[src/rtl/adder_tree_arbiter_pkg.sv]
// Shared types and width helpers for the adder_tree front-end arbiter.
// Pure declarations: no latency, no flow control.
package adder_tree_pkg;

  // Tag ids are carried at a fixed width so tag_t stays a plain typedef (NUM_REQ <= 256).
  localparam int unsigned TAG_ID_W = 8;

  typedef struct packed {
    logic                valid;
    logic [TAG_ID_W-1:0] id;
  } tag_t;

  function automatic int unsigned calc_rw(input int unsigned dw, input int unsigned n);
    return dw + $clog2(n);
  endfunction

  function automatic int unsigned calc_cnt_w(input int unsigned lat);
    return $clog2(lat + 2);
  endfunction

  function automatic int unsigned calc_idx_w(input int unsigned n);
    return (n > 1) ? $clog2(n) : 1;
  endfunction

endpackage

[src/rtl/adder_tree_arbiter_rr.sv]
// Round-robin pick: first eligible requester at or after ptr, wrapping.
// Purely combinational; grant is one-hot or zero.
module rr_arbiter
  import adder_tree_pkg::*;
#(
  parameter  int NUM_REQ = 4,
  localparam int IDX_W   = calc_idx_w(NUM_REQ)
) (
  input  logic [NUM_REQ-1:0] eligible,
  input  logic [IDX_W-1:0]   ptr,
  output logic [NUM_REQ-1:0] grant,
  output logic [IDX_W-1:0]   grant_idx,
  output logic               grant_vld
);

  always_comb begin
    int               j;
    logic [IDX_W-1:0] jj;
    grant     = '0;
    grant_idx = '0;
    grant_vld = |eligible;
    j         = 0;
    jj        = '0;
    // Walk offsets from farthest to nearest so the nearest eligible index wins.
    for (int k = NUM_REQ - 1; k >= 0; k--) begin
      j = int'(ptr) + k;
      if (j >= NUM_REQ) j = j - NUM_REQ;
      jj = IDX_W'(j);
      if (eligible[jj]) grant_idx = jj;
    end
    grant[grant_idx] = grant_vld;
  end

endmodule

[src/rtl/adder_tree_arbiter.sv]
// Shares one pipelined adder_tree among NUM_REQ requesters; request-to-result TREE_LATENCY+2.
// One issue per cycle via combinational req_ready; results are strobes with no backpressure.
module adder_tree_arbiter
  import adder_tree_pkg::*;
#(
  parameter  int NUM_REQ      = 4,
  parameter  int NUM_INPUTS   = 10,
  parameter  int DATA_WIDTH   = 16,
  parameter  int TREE_LATENCY = 4,
  localparam int RW           = calc_rw(DATA_WIDTH, NUM_INPUTS),
  localparam int CNT_W        = calc_cnt_w(TREE_LATENCY),
  localparam int IDX_W        = calc_idx_w(NUM_REQ),
  localparam int VEC_W        = NUM_INPUTS * DATA_WIDTH
) (
  input  logic                     clk,
  input  logic                     rst,
  input  logic [NUM_REQ-1:0]       req_enable,
  input  logic [NUM_REQ-1:0]       req_valid,
  input  logic [NUM_REQ*VEC_W-1:0] req_data,
  output logic [NUM_REQ-1:0]       req_ready,
  output logic                     tree_valid_in,
  output logic [VEC_W-1:0]         tree_data_in,
  input  logic                     tree_valid_out,
  input  logic [RW-1:0]            tree_data_out,
  output logic [NUM_REQ-1:0]       res_valid,
  output logic [RW-1:0]            res_data,
  output logic [CNT_W-1:0]         in_flight,
  output logic                     tag_error
);

  logic [VEC_W-1:0] req_vec [NUM_REQ];

  for (genvar g = 0; g < NUM_REQ; g++) begin : g_unpack
    assign req_vec[g] = req_data[g*VEC_W +: VEC_W];
  end

  logic [NUM_REQ-1:0] eligible;
  logic [NUM_REQ-1:0] grant;
  logic [IDX_W-1:0]   grant_idx;
  logic               grant_vld;
  logic               hs;

  logic [IDX_W-1:0]        ptr_q, ptr_d;
  logic                    tree_valid_in_q, tree_valid_in_d;
  logic [VEC_W-1:0]        tree_data_in_q, tree_data_in_d;
  logic [IDX_W-1:0]        issue_id_q, issue_id_d;
  tag_t [TREE_LATENCY-1:0] tag_pipe_q, tag_pipe_d;
  logic [NUM_REQ-1:0]      res_valid_q, res_valid_d;
  logic [RW-1:0]           res_data_q, res_data_d;
  logic [CNT_W-1:0]        in_flight_q, in_flight_d;
  logic                    tag_error_q, tag_error_d;
  tag_t                    tag_out;

  assign eligible = req_valid & req_enable;

  rr_arbiter #(
    .NUM_REQ (NUM_REQ)
  ) u_rr (
    .eligible  (eligible),
    .ptr       (ptr_q),
    .grant     (grant),
    .grant_idx (grant_idx),
    .grant_vld (grant_vld)
  );

  // Nothing is accepted while reset is held, so req_ready reads zero with the other outputs.
  assign req_ready = rst ? '0 : grant;
  assign hs        = grant_vld & ~rst;
  assign tag_out   = tag_pipe_q[TREE_LATENCY-1];

  always_comb begin
    ptr_d           = ptr_q;
    tree_valid_in_d = hs;
    tree_data_in_d  = tree_data_in_q;
    issue_id_d      = issue_id_q;
    if (hs) begin
      ptr_d          = (grant_idx == IDX_W'(NUM_REQ - 1)) ? '0 : grant_idx + 1'b1;
      tree_data_in_d = req_vec[grant_idx];
      issue_id_d     = grant_idx;
    end
  end

  always_comb begin
    tag_pipe_d    = tag_pipe_q;
    tag_pipe_d[0] = '{valid: tree_valid_in_q, id: TAG_ID_W'(issue_id_q)};
    for (int i = 1; i < TREE_LATENCY; i++) begin
      tag_pipe_d[i] = tag_pipe_q[i-1];
    end
  end

  // A result is routed only when the tree strobe and the expected tag agree.
  always_comb begin
    res_valid_d = '0;
    res_data_d  = res_data_q;
    tag_error_d = tag_error_q | (tag_out.valid != tree_valid_out);
    if (tag_out.valid && tree_valid_out) begin
      res_valid_d[tag_out.id[IDX_W-1:0]] = 1'b1;
      res_data_d                         = tree_data_out;
    end
  end

  always_comb begin
    in_flight_d = in_flight_q;
    case ({tree_valid_in_q, tag_out.valid})
      2'b10:   in_flight_d = in_flight_q + CNT_W'(1);
      2'b01:   in_flight_d = in_flight_q - CNT_W'(1);
      default: in_flight_d = in_flight_q;
    endcase
  end

  always_ff @(posedge clk or posedge rst) begin
    if (rst) begin
      ptr_q           <= '0;
      tree_valid_in_q <= 1'b0;
      tree_data_in_q  <= '0;
      issue_id_q      <= '0;
      tag_pipe_q      <= '0;
      res_valid_q     <= '0;
      res_data_q      <= '0;
      in_flight_q     <= '0;
      tag_error_q     <= 1'b0;
    end else begin
      ptr_q           <= ptr_d;
      tree_valid_in_q <= tree_valid_in_d;
      tree_data_in_q  <= tree_data_in_d;
      issue_id_q      <= issue_id_d;
      tag_pipe_q      <= tag_pipe_d;
      res_valid_q     <= res_valid_d;
      res_data_q      <= res_data_d;
      in_flight_q     <= in_flight_d;
      tag_error_q     <= tag_error_d;
    end
  end

  assign tree_valid_in = tree_valid_in_q;
  assign tree_data_in  = tree_data_in_q;
  assign res_valid     = res_valid_q;
  assign res_data      = res_data_q;
  assign in_flight     = in_flight_q;
  assign tag_error     = tag_error_q;

endmodule

[config.mk]
export PLATFORM = sky130hd
export DESIGN_NAME = adder_tree_arbiter
export DESIGN_NICKNAME = d
export VERILOG_FILES = /design/src/rtl/adder_tree_arbiter_pkg.sv /design/src/rtl/adder_tree_arbiter_rr.sv /design/src/rtl/adder_tree_arbiter.sv
export SDC_FILE = /design/constraint.sdc
export NUM_CORES = 1
export LEC_CHECK = 0
export BUFFER_PORTS_ARGS = -buffer_cell sky130_fd_sc_hd__buf_2
export CORE_AREA = 2 2 335 337
export CTS_BUF_LIST = sky130_fd_sc_hd__clkbuf_2
export CTS_CLUSTER_DIAMETER = 60
export CTS_CLUSTER_SIZE = 12
export DETAILED_ROUTE_END_ITERATION = 8
export DIE_AREA = 0 0 337 339
export PLACE_DENSITY = 0.32
export SETUP_SLACK_MARGIN = 0.1
export SKIP_CTS_REPAIR_TIMING = 1
export SLEW_MARGIN = 15
export SYNTH_ARGS = -nofsm -noshare
export SYNTH_HDL_FRONTEND = slang
export SYNTH_HIERARCHICAL = 1
export SYNTH_SLANG_ARGS = --single-unit
[constraint.sdc]
create_clock -name clk -period 11.3 [get_ports clk]
set_clock_uncertainty 0.2 [all_clocks]
set_input_delay 0.565 -clock clk [delete_from_list [all_inputs] [get_ports clk]]
set_output_delay 0.565 -clock clk [all_outputs]
set_load 0.05 [all_outputs]
* Yosys cells after proc, flatten, opt, wreduce, memory -nomap -nowiden
Index checks and enable logic that the tools add are counted.
Cells by class: add/sub/neg operators 10, magnitude comparators 13, equal/unequal tests 4, multiplexer cells 27, bitwise gates (word level) 6, reduce and logical (&&, ||, !) cells 5
Operators with widths (number):
- $bmux W160 S2 | 1
- $mux W160 | 2
- $lt A2 B3 Y1 const B | 6
- $mux W2 | 9
- $ge A3 B3 Y1 const B | 4
- $and A4 B4 Y4 | 2
- $bmux W1 S2 | 4
- $mux W4 | 2
- $sub A2 B1 Y2 const B | 4
- $add A2 B2 Y3 const B | 2
- $mux W1 | 6
- $pmux W3 S2 | 1
- $demux W1 S2 | 2
- $eq A2 B2 Y1 const B | 2
- $ge A2 B1 Y1 const B | 2
- $reduce_or A4 Y1 | 1
- $add A2 B1 Y3 const B | 1
- $add A3 B1 Y3 const B | 1
- $ge A2 B3 Y1 const B | 1
- $logic_and A1 B1 Y1 | 3
- $not A2 Y3 | 1
- $sub A3 B1 Y3 const B | 1
- $add A2 B1 Y2 const B | 1
- $eq A2 B1 Y1 const B | 1
- 5 further kinds | 5
Storage, ports and cells: register bits after elaboration 205, input bits 671, output and inout port bits 193, logic and storage cells 81

* Longest topological paths before layout
Gate-level depths: netlist (run 1).
depth after elaboration 15, mapped depth 11, gate-level depth less buffers 7

* Hierarchy
Netlist (run 1), hierarchy kept.
Modules (own cells, without submodules):
- adder_tree_arbiter | times used 1, cells each 996, area each 12034.0 µm², seq. area each 5129.9 µm²
- rr_arbiter | times used 1, cells each 33, area each 211.5 µm², seq. area each 0.0 µm²

* Least setup slack after synthesis (run 1)
No wires, ideal clock.
path type input to output, start point input req_valid[2], end point output req_ready[0], arrival time 1.915 ns, required time 10.535 ns, setup slack 8.620 ns, stages on the path 6, path buffers 1, path through and2_1 buf_6 o2bb2ai_1 a22o_1 and2_1 nor2b_1
On the way: cells in the longest elaborated chain, start to end 13, elaborated cells on any way between the ends 21, those cells by class order compare (2); mux (15); bitwise (2); reduce/logical (2)
Ends and longest elaborated chain:
- start, declared | line adder_tree_arbiter.sv:18 | input logic [NUM_REQ-1:0] req_valid,
- $and A4 B4 Y4 (*) | line adder_tree_arbiter.sv:54 | assign eligible = req_valid & req_enable;
- $bmux W1 S2 | line adder_tree_arbiter_rr.sv:29 | if (eligible[jj]) grant_idx = jj;
- $mux W1 (implied by the code) | line adder_tree_arbiter_rr.sv:29
- $mux W2 (4 in series) | line adder_tree_arbiter_rr.sv:29
- $lt A2 B3 Y1 (implied by the code) or $ge A2 B1 Y1 (tied branches) | line adder_tree_arbiter_rr.sv:31 | grant[grant_idx] = grant_vld;
- $logic_and A1 B1 Y1 (implied by the code) | line adder_tree_arbiter_rr.sv:31
- $mux W1 (implied by the code) | line adder_tree_arbiter_rr.sv:31
- $demux W1 S2
- $and A4 B4 Y4 (no line) (*)
- net grant[0] | line adder_tree_arbiter.sv:38 | logic [NUM_REQ-1:0] grant;
- $mux W4 (*) | line adder_tree_arbiter.sv:67 | assign req_ready = rst ? '0 : grant;
- end, declared | line adder_tree_arbiter.sv:20 | output logic [NUM_REQ-1:0] req_ready,
Mark *: on every way through the listed nets, which the timed path passes. The rest lies on a longest branch. The select of a mux whose other input is x is not followed.

* Worst setup path after layout (run 1)
start point register ptr_q[1], end point register tree_data_in_q[84] (netlist: tree_data_in[84])
On the way: cells in the longest elaborated chain, start to end 13, elaborated cells on any way between the ends 31, those cells by class add/sub (7); order compare (4); mux (19); bitwise (1)
Ends and longest elaborated chain:
- start, declared | line adder_tree_arbiter.sv:43 | logic [IDX_W-1:0] ptr_q, ptr_d;
- start signal, assigned | line adder_tree_arbiter.sv:123 | ptr_q <= ptr_d;
- $add A2 B2 Y3 | line adder_tree_arbiter_rr.sv:26 | j = int'(ptr) + k;
- $ge A3 B3 Y1 or $sub A2 B1 Y2 (tied branches) | line adder_tree_arbiter_rr.sv:27 | if (j >= NUM_REQ) j = j - NUM_REQ;
- $mux W2 | line adder_tree_arbiter_rr.sv:27
- $bmux W1 S2 | line adder_tree_arbiter_rr.sv:29
- $mux W1 (implied by the code) | line adder_tree_arbiter_rr.sv:29
- $mux W2 (3 in series) | line adder_tree_arbiter_rr.sv:29
- $mux W2 (*) | line adder_tree_arbiter_rr.sv:29
- net grant_idx[1] | line adder_tree_arbiter.sv:39 | logic [IDX_W-1:0] grant_idx;
- $not A2 Y3 (implied by the code) (*) | line adder_tree_arbiter.sv:78 | tree_data_in_d = req_vec[grant_idx];
- $bmux W160 S2 (*) | line adder_tree_arbiter.sv:78
- $mux W160 (implied by the code) (*) (2 in series) | line adder_tree_arbiter.sv:78
- end signal, assigned | line adder_tree_arbiter.sv:125 | tree_data_in_q <= tree_data_in_d;
- end, declared | line adder_tree_arbiter.sv:45 | logic [VEC_W-1:0] tree_data_in_q, tree_data_in_d;
Marks and branches as above. A chain may end at the register's enable or synchronous reset.

==> results of run 1 <==
==> registers in the layout, indices dropped and copies added (netlist names) <==
signal,flops
in_flight,3
issue_id_q,2
ptr_q,2
res_data,20
res_valid,4
tag_error,1
tag_out,3
tag_pipe_d,9
tree_data_in,160
tree_valid_in,1
==> metrics by stage <==
step	power [W]	cells	worst slack (ps)	hold WS (ps)
final	0.003706	3939	6511	167.4
after global routing	0.003934	3939	6317	-17.30
after CTS	0.003431	3364	7141	-906.6
after detailed placement	0.002697	3297	6967	135.6
after global placement	0.002682	3297	7108	134.2
after floorplan	0.002127	1029	4939	131.2
==> power groups by stage <==
stage	clock [W]	sequential (W)	combinational, W
final	0.000678	0.00101	0.00202
after global routing	0.000762	0.00104	0.00213
after CTS	0.000745	0.00101	0.00167
after detailed placement	0	0.00103	0.00167
after global placement	0	0.00102	0.00166
after floorplan	0	0.00160	0.000524
==> placed cells by master, fill, tap and decap left out, types with 3 or more instances in the layout <==
cell                            count
sky130_fd_sc_hd__a21oi_1            4
sky130_fd_sc_hd__and2_1             5
sky130_fd_sc_hd__buf_2            863
sky130_fd_sc_hd__buf_4             11
sky130_fd_sc_hd__bufinv_16          8
sky130_fd_sc_hd__clkbuf_2          42
sky130_fd_sc_hd__clkinv_2           3
sky130_fd_sc_hd__clkinv_4           4
sky130_fd_sc_hd__clkinvlp_4         5
sky130_fd_sc_hd__dfrtp_1          205
sky130_fd_sc_hd__diode_2            3
sky130_fd_sc_hd__dlygate4sd3_1    572
sky130_fd_sc_hd__ha_1               3
sky130_fd_sc_hd__inv_1              5
sky130_fd_sc_hd__mux2_2            21
sky130_fd_sc_hd__mux2i_1          321
sky130_fd_sc_hd__nand2_1          171
sky130_fd_sc_hd__nor2_1             6
sky130_fd_sc_hd__nor2b_1            5
sky130_fd_sc_hd__o221ai_1          60
sky130_fd_sc_hd__o221ai_2         100
==> cells by family (layout without fill, tap and decap cells) <==
logic type,after synthesis,in the layout,synth area share (%)
compound gates,178,178,17.57
flops,205,205,41.89
mux,342,342,28.17
xor+xnor,3,3,0.2146
buf+inv,103,1522,5.272
fa+ha+maj,4,4,0.4701
other cells,0,3,0
simple gates,194,194,6.407
==> area by class of cell <==
cell class	instances	area share (%)
well taps	1488	7.669
clock inverters	25	1.500
multi-input cells	721	26.77
inverters	7	0.1495
flip-flops and latches	205	21.13
diodes	3	0.03092
repair buffers	1448	41.88
clock buffers	42	0.8659
==> worst max-delay path, stage by stage, from the launching register on <==
cell	delay (ps)
sky130_fd_sc_hd__dfrtp_1	560
sky130_fd_sc_hd__a21oi_1	190
sky130_fd_sc_hd__o21ai_1	80
sky130_fd_sc_hd__o2bb2a_4	560
sky130_fd_sc_hd__buf_4	520
sky130_fd_sc_hd__buf_12	470
sky130_fd_sc_hd__mux2i_1	270
sky130_fd_sc_hd__dlygate4sd3_1	600
sky130_fd_sc_hd__o221ai_2	90
sky130_fd_sc_hd__dlygate4sd3_1	590
==> routing by layer <==
layer | routed length [um] | global-route usage (%) | vias up
met4 | 2861 | 4.353 | 6
met2 | 35960 | 19.75 | 578
met5 | 37 | 0 | -
li1 | - | - | 6707
met3 | 4409 | 2.792 | 127
met1 | 26490 | 12.26 | 6919
==> path summary, 6_finish.rpt <==
path,start,end,cells past startpoint
worst max-delay path,ptr_q[1],tree_data_in[84],9
worst min-delay path,req_data[416],tree_data_in[96],4
worst max register to register,ptr_q[1],tree_data_in[84],9
max in group asynchronous,rst,tree_data_in[88],6
worst min register to register,tag_pipe_d[17],tag_pipe_d[26],0
min in group asynchronous,rst,tree_data_in[146],4
==> impl.org, run 1 <==
** Setup path
- Along the worst path, the maximum fanout reaches approximately 130.
- Kind of critical path :: reg -> reg
- For the worst setup path, the data arrival time is roughly 5500 ps.
- Worst setup EP type :: flip-flop
- Element type at the critical path start :: flip-flop
- R2R Setup Slk :: around 6500 ps
- Data required, critical path :: about 12000 ps

** Clock tree
- The H-tree generated during clock tree synthesis spans 2 levels.
- Clock tree from TritonCTS :: built
- The clock drives between 200 and 250 sinks.
- Number of clock buffers inserted by TritonCTS :: 38
- Clock Tree Buf Depth :: 3
- The cell sitting at the root of the clock tree is a sky130_fd_sc_hd__clkbuf_2.
- Clock-pin slew reported for the worst setup and hold paths after clock tree synthesis :: 180 ps
- Later-pin clock latency in the skew report :: ~1100 ps

** Yosys
- For this run, the leading register cell type out of synthesis is sky130_fd_sc_hd__dfrtp_1.
- Synth top cells by count :: 321 x sky130_fd_sc_hd__mux2i_1, 205 x sky130_fd_sc_hd__dfrtp_1, 171 x sky130_fd_sc_hd__nand2_1, 100 x sky130_fd_sc_hd__o221ai_2, 60 x sky130_fd_sc_hd__o221ai_1
- Cell with the most instances after synthesis :: sky130_fd_sc_hd__mux2i_1
- After synthesis the netlist holds a flip-flop and latch count of approximately 210.
- Summing the sequential cell areas from Yosys gives about two fifths of the chip area.
- Area share of the largest cell type after synthesis :: 41.89%
- Cell count after synthesis :: slightly above 1000
- Library cell occupying the most area in the post-synthesis netlist :: sky130_fd_sc_hd__dfrtp_1
- Syn Nets :: roughly 1700
- Yosys mapped a number of flops with a built-in enable equal to 0.
- Yosys printed 6 warnings.
- Top cells by area, synth :: sky130_fd_sc_hd__dfrtp_1 42%, sky130_fd_sc_hd__mux2i_1 26%, sky130_fd_sc_hd__o221ai_2 12%
- Summing every instance area after synthesis gives 12250 um^2.
- Each instance of the synthesized netlist takes up on average around 12 um^2.
- Fraction of registers with async set or reset after synthesis :: 100.0%
- Library cells used by synthesis :: 39

** GRT
- Number of antenna violations at the first check in global routing :: 14
- Global-route wire length before repair :: between 90 and 100 mm
- All-layer global routing usage :: roughly 11%
- GR Overflow Total :: 0
- The via count of the first global-routing pass came to 13005.
- Entering global routing, the biggest net connects 130 pins.

** Cells and area
- Final #Nets :: 3096
- After routing the design area is 24280 um^2.
- In the final layout, the multi-input gates occupy roughly 6500 um^2.
- Fraction of final layout cells sized beyond drive strength 1 :: between 40% and 50%
- Post-layout utilization of the core :: 22.00%
- Layout fillers :: 12182
- Synthesis-to-finish area growth :: 98.24%
- Register Area :: 5130 um^2

** Min path
- The tightest min-delay check is of the in -> reg type.

** STA
- Final setup vio count :: 0
- Tcrit/Tclk final :: between 40% and 50%
- Measured against its own limit, the worst slew margin works out to around a fifth.
- Timing would allow up to about 210 MHz.
- For the final routed database, the setup TNS stands at 0 ps.
- The number of max-slew violations in the final report was 0.
- Final Hold Viols :: 0
- Setup repair after global routing left no endpoint under its margin.
- For the pin with the worst max-slew slack, the measured transition is roughly 1200 ps.
- Tmin final :: 4789 ps

** Detailed routing
- Number of detailed-routing iterations run before antenna repair :: 6
- Routed via count :: 14337
- Number of remaining DRC errors :: 0
- Number of design-rule violations left by the first detailed-router iteration :: 430
- After detailed routing, the number of vias per cell comes to roughly 3.6.
- Post-detailed-route wirelength per cell :: about 18 um
- Antenna-violating nets left :: 0
- For this block, the routed nets add up to 69.76 mm of wire.

** Floorplan
- Starting Density :: 11.10%
- Number of standard-cell rows in the floorplan :: around 120
- approximately 860 I/O pins were placed.
- From bottom edge to top edge, the die measures ~340 um.
- Overall die width :: around 340 um
- The floorplan step defined a die boundary enclosing ~110000 um^2.
- Core footprint :: about 110000 um^2

** Power
- Leakage power of the design :: 11.33 nW
- Combinational cells account for a little over half of the total power.
- Switching share of total power :: between 40 and 50%
- The clock network burns 18.3% of the power.
- Cell internal power was estimated by the tool at around 0.002 W.
- Switching power :: between 0.0015 and 0.002 W
- Share of total power in sequential cells :: approximately 27%
- Power per cell area :: 152.7 nW/um^2
- IR drop worst, VDD :: around 0.00006 V

** Place
- The placed instances occupy a cell area of approximately 18000 um^2.
- Routability-driven placement finished with a final weighted congestion of about 0.85.
- Port buffering added approximately 860 buffers.
- The wire-length estimate of the detail-placed layout is between 50 and 60 mm.

** Flow run
- Max_cap viols :: 0

** Outcome
- The run finished with clean final reports.
(Power assumes the default switching activity.)
==> run 2: changes to the inputs <==
CORE_AREA = 2 2 333 335   (was 2 2 335 337)
DIE_AREA = 0 0 335 337   (was 0 0 337 339)
PLACE_DENSITY = 0.33   (was 0.32)
clock period = 4.2 ns   (was 11.3 ns; I/O delays follow)
==> run 2 against run 1 <==
The flow now stops in global routing. Synthesized area unchanged. Synthesized cell count unchanged.
==> impl.org, run 2 <==
** Floorplan
- The number of rows created at floorplan is 122 (unchanged).
- Overall die width :: 335 um (was 337 um)
- The height of the chip was 337 um (was 339 um).
- Starting Density :: 11.17% (was 11.10%)
- The count of boundary I/O pins was 864 (unchanged).

** Outcome
- First error :: [ERROR RSZ-0060] Max buffer count reached.
- It got as far as global routing and failed there.
- Result of the run: did not finish (was finished clean).

** Place
- The count of buffers from port buffering came to 863 (unchanged).
- The placed cell count was 3265 (was 3297).
- The standard cell area after detailed placement was 18240 um^2 (was 17970 um^2).
- Final GP Congestion :: 0.9267 (was 0.8529)
- The half-perimeter wire length of the detailed placement result is 49.06 mm (was 52.74 mm).

** Yosys
- Synth Warn # :: 6 (unchanged)
- Cell with the most instances after synthesis :: sky130_fd_sc_hd__mux2i_1 (unchanged)
- The dominant synthesized flop cell is sky130_fd_sc_hd__dfrtp_1 (unchanged).
- The number of distinct library cells after synthesis came to 39 (unchanged).
- The proportion of synthesized flip-flops having asynchronous set or reset came to 100.0% (unchanged).
- The sequential fraction of the synthesis area is 41.89% (unchanged).
- Cell area after technology mapping :: 12250 um^2 (unchanged)
- Library cell occupying the most area in the post-synthesis netlist :: sky130_fd_sc_hd__dfrtp_1 (unchanged)
- Area share of the largest cell type after synthesis :: 41.89% (unchanged)
- Syn Nets :: 1704 (unchanged)
- Cell count after synthesis :: 1029 (unchanged)
- Mean Syn Cell Area :: 11.90 um^2 (unchanged)
- Flop and latch count out of synthesis :: 205 (unchanged)
- Synth top cells by count :: 321 x sky130_fd_sc_hd__mux2i_1, 205 x sky130_fd_sc_hd__dfrtp_1, 171 x sky130_fd_sc_hd__nand2_1, 100 x sky130_fd_sc_hd__o221ai_2, 60 x sky130_fd_sc_hd__o221ai_1 (unchanged)
- Top cells by area, synth: sky130_fd_sc_hd__dfrtp_1 42%, sky130_fd_sc_hd__mux2i_1 26%, sky130_fd_sc_hd__o221ai_2 12% (unchanged).
- The number of enable-type register cells in the synthesized netlist came to 0 (unchanged).

** Clock tree
- CTS sink count :: 205 (unchanged)
- Clock Tree Root :: sky130_fd_sc_hd__clkbuf_2 (unchanged)
- The number of buffers between clock root and the deepest sink was 3 (unchanged).
- The number of buffers created by CTS is 31 (was 38).
- H-tree level count :: 1 (was 2)

** GRT
- Largest net degree at the start of global routing :: 100
==> run 2: cell counts after synthesis <==
No cell type changed its count.
==> run 2: cell families after synthesis <==
| logic type | synth area share, % |
|---|---|
| flops | 41.89 |
| mux | 28.17 |
| xor+xnor | 0.2146 |
| compound gates | 17.57 |
| buf+inv | 5.272 |
| fa+ha+maj | 0.4701 |
| simple gates | 6.407 |
==> run 2: metrics by stage <==
stage	hold WS (ps)	setup slack, ps	util, %
floorplan	131.2	1132	-
global placement	134.8	1013	16.64
detailed placement	134.7	962.5	16.64
CTS	-1145	856.8	17.00
==> run 3: changes to the inputs <==
CORE_AREA = 2 2 339 341   (was 2 2 333 335)
CTS_BUF_LIST = unset   (was sky130_fd_sc_hd__clkbuf_2)
CTS_CLUSTER_DIAMETER = unset   (was 60)
CTS_CLUSTER_SIZE = unset   (was 12)
DIE_AREA = 0 0 341 343   (was 0 0 335 337)
PLACE_DENSITY = unset   (was 0.33)
PLACE_DENSITY_LB_ADDON = 0.15   (was unset)
SETUP_SLACK_MARGIN = unset   (was 0.1)
clock period = 5.45 ns   (was 4.2 ns; I/O delays follow)
==> run 3 against run 2 <==
The run now ends clean.
==> impl.org, run 3 (same netlist as run 1, synthesis figures left out) <==
** Cells and area
- Layout fillers :: around 13000
- The repair_antennas step left the layout with diodes totalling 0.
- The register with the most flip-flops in the layout has 160 of them.
- In the layout the commonest cells are 863 x sky130_fd_sc_hd__buf_2, 500 x sky130_fd_sc_hd__dlygate4sd3_1, 321 x sky130_fd_sc_hd__mux2i_1.
- After routing the design area is between 20000 and 25000 um^2.
- Cells with a size suffix above 1 make up 45.09% of the layout.
- Synthesis-to-finish area growth :: 97.27%
- The final layout contains slightly above 3000 nets.
- The library cell used most frequently in the layout, excluding fill and tap cells, is sky130_fd_sc_hd__buf_2.

** STA
- Adding up every negative setup slack in the final design gives 0 ps.
- The final hold violation count was 0.
- Actual transition at the worst max-transition pin :: between 1000 and 1500 ps
- Top achievable clock speed :: roughly 240 MHz
- Tmin final :: roughly 4200 ps
- Setup repair after global routing left no endpoint under its margin.
- Final slew viol count :: 0
- Of the available clock period, the critical path in the final layout requires approximately three quarters.
- Relative max-transition margin :: a little under 30%
- Setup violations remaining at the end of the flow were counted as 0.

** Detailed routing
- Number of detailed-routing iterations run before antenna repair :: 4
- For this run, design rule violations remaining after detail routing come to 0.
- In this run the remaining antenna-violating nets after routing total 0.
- Number of design-rule violations left by the first detailed-router iteration :: 358
- Dividing the detail-routed via count by the number of cells gives around 3.6.
- In the final routed layout, each cell accounts on average for approximately 16 um.
- WL final :: 60.96 mm
- Routed via count :: approximately 14000

** Floorplan
- The number of rows created at floorplan is 124 (was 122).
- Starting Density :: 10.80% (was 11.17%)
- The height of the chip came to 343 um (was 337 um).
- The region available for standard cell placement spans roughly 110000 um^2.
- I/O pin count :: 864 (unchanged)
- The die covers approximately 120000 um^2.
- The width of the chip is 341 um (was 335 um).

** Setup path
- The critical path is of the reg -> reg type.
- Data required, critical path :: approximately 5700 ps
- Along the worst path, the maximum fanout reaches 38.
- Arrival time of data at the critical path endpoint :: about 4400 ps
- STA classifies the critical path endpoint as a flip-flop.
- R2R Setup Slk :: ~1300 ps
- The worst setup path is launched from a flip-flop.

** Clock tree
- The master cell of the clock root buffer is sky130_fd_sc_hd__clkbuf_16 (was sky130_fd_sc_hd__clkbuf_2).
- The later pin in the worst-skew pair is clocked with a latency of 600 ps.
- Clock-pin slew reported for the worst setup and hold paths after clock tree synthesis :: ~60 ps
- The number of buffers created by CTS was 28 (was 31).
- The total number of H-tree levels is 1 (unchanged).
- Clock tree from TritonCTS :: built
- Clock Tree Buf Depth :: 3 (unchanged)
- CTS sink count :: 205 (unchanged)

** Place
- The standard cell area after detailed placement was 18240 um^2 (about the same).
- The final weighted congestion in routability-driven placement is 0.8981 (was 0.9267).
- The half-perimeter wire length of the detailed placement result came to 46.70 mm (was 49.06 mm).
- The count of buffers from port buffering is 863 (unchanged).

** Power
- VDD sags by at most between 0.0001 and 0.00015 V.
- Combinational logic burns 50.6% of the power.
- Summed over all nets, the switching power comes to 0.003401 W.
- Of the total power, registers draw around a quarter.
- Int Pwr :: 0.004577 W
- Leakage power of the design :: ~11 nW
- Net switching is a little over two fifths of the power.
- Of the total power, the clock network draws a little under a quarter.
- For this design the ratio of total power to cell area is roughly 330 nW/um^2.

** GRT
- Vias in the first global route :: between 10000 and 15000
- The first global-routing pass estimated ~83 mm of wire.
- Entering global routing, the biggest net connects ~120 pins.
- Global routing finished with a remaining overflow of 0.
- For this run, the total global-route usage over all layers was measured as 9.294%.
- The initial antenna violation count was 2.

** Min path
- Hold/Removal Path Class :: in -> reg

** Outcome
- Result of the run: finished clean (was did not finish).

** Flow run
- The tool flagged a number of max-cap violations equal to 0.
-- run 3: metal layers --
layer  wire (um)  up-vias  share of wire, %  global-route usage (%)
li1            -     6576                 -                       -
met1       22750     6679                37                   10.33
met2       32750      532                54                   17.63
met3        4110       73               6.7                   2.211
met4        1322        4               2.2                   2.294
met5          30        -             0.049                       0
-- run 3: final timing paths --
path | startpoint | to | cells past startpoint
max | ptr_q[1] | tree_data_in[57] | 9
min | req_data[298] | tree_data_in[138] | 3
max reg2reg | ptr_q[1] | tree_data_in[57] | 9
min reg2reg | tag_pipe_d[17] | tag_pipe_d[26] | 0
max in group asynchronous | rst | tree_data_in[71] | 4
min in group asynchronous | rst | tree_data_in[103] | 4
-- run 3: layout make-up --
| class | instances | area (um^2) | share of cell area, % |
|---|---|---|---|
| timing repair buffer | 1398 | 9687 | 40.10 |
| inverter | 7 | 32.53 | 0.1347 |
| multi-input combinational | 721 | 6499 | 26.90 |
| clock inverter | 7 | 46.29 | 0.1916 |
| clock buffer | 44 | 870.8 | 3.605 |
| sequential | 205 | 5130 | 21.24 |
| tap | 1512 | 1892 | 7.831 |
-- run 3: power by group through the flow --
stage                     logic (W)  registers [W]  clock network (W)
after floorplan             0.00109        0.00332                  0
after global placement      0.00336        0.00212                  0
after detailed placement    0.00338        0.00212                  0
after CTS                   0.00338        0.00211            0.00195
after global routing        0.00429        0.00215            0.00200
final                       0.00404        0.00210            0.00184
-- run 3: critical path, cell delays in order (launching register included) --
cell	delay (ps)
sky130_fd_sc_hd__dfrtp_1	520
sky130_fd_sc_hd__a21oi_1	190
sky130_fd_sc_hd__o21ai_1	90
sky130_fd_sc_hd__o2bb2a_4	720
sky130_fd_sc_hd__buf_12	320
sky130_fd_sc_hd__buf_4	310
sky130_fd_sc_hd__mux2i_1	240
sky130_fd_sc_hd__dlygate4sd3_1	600
sky130_fd_sc_hd__o221ai_2	90
sky130_fd_sc_hd__dlygate4sd3_1	570
-- run 3: through the flow --
stage / hold WS [ps] / utilization, % / instances / setup slack (ps) / power [W]
after floorplan: 131.2 / - / 1029 / 2319 / 0.004411
after global placement: 133.5 / 16.08 / 3343 / 1977 / 0.005481
after detailed placement: 134.7 / 16.08 / 3343 / 1877 / 0.005501
after CTS: -370.3 / 16.89 / 3394 / 1941 / 0.007436
after global routing: 56.69 / 21.30 / 3894 / 1110 / 0.008447
final: 30.35 / 21.30 / 3894 / 1282 / 0.007979
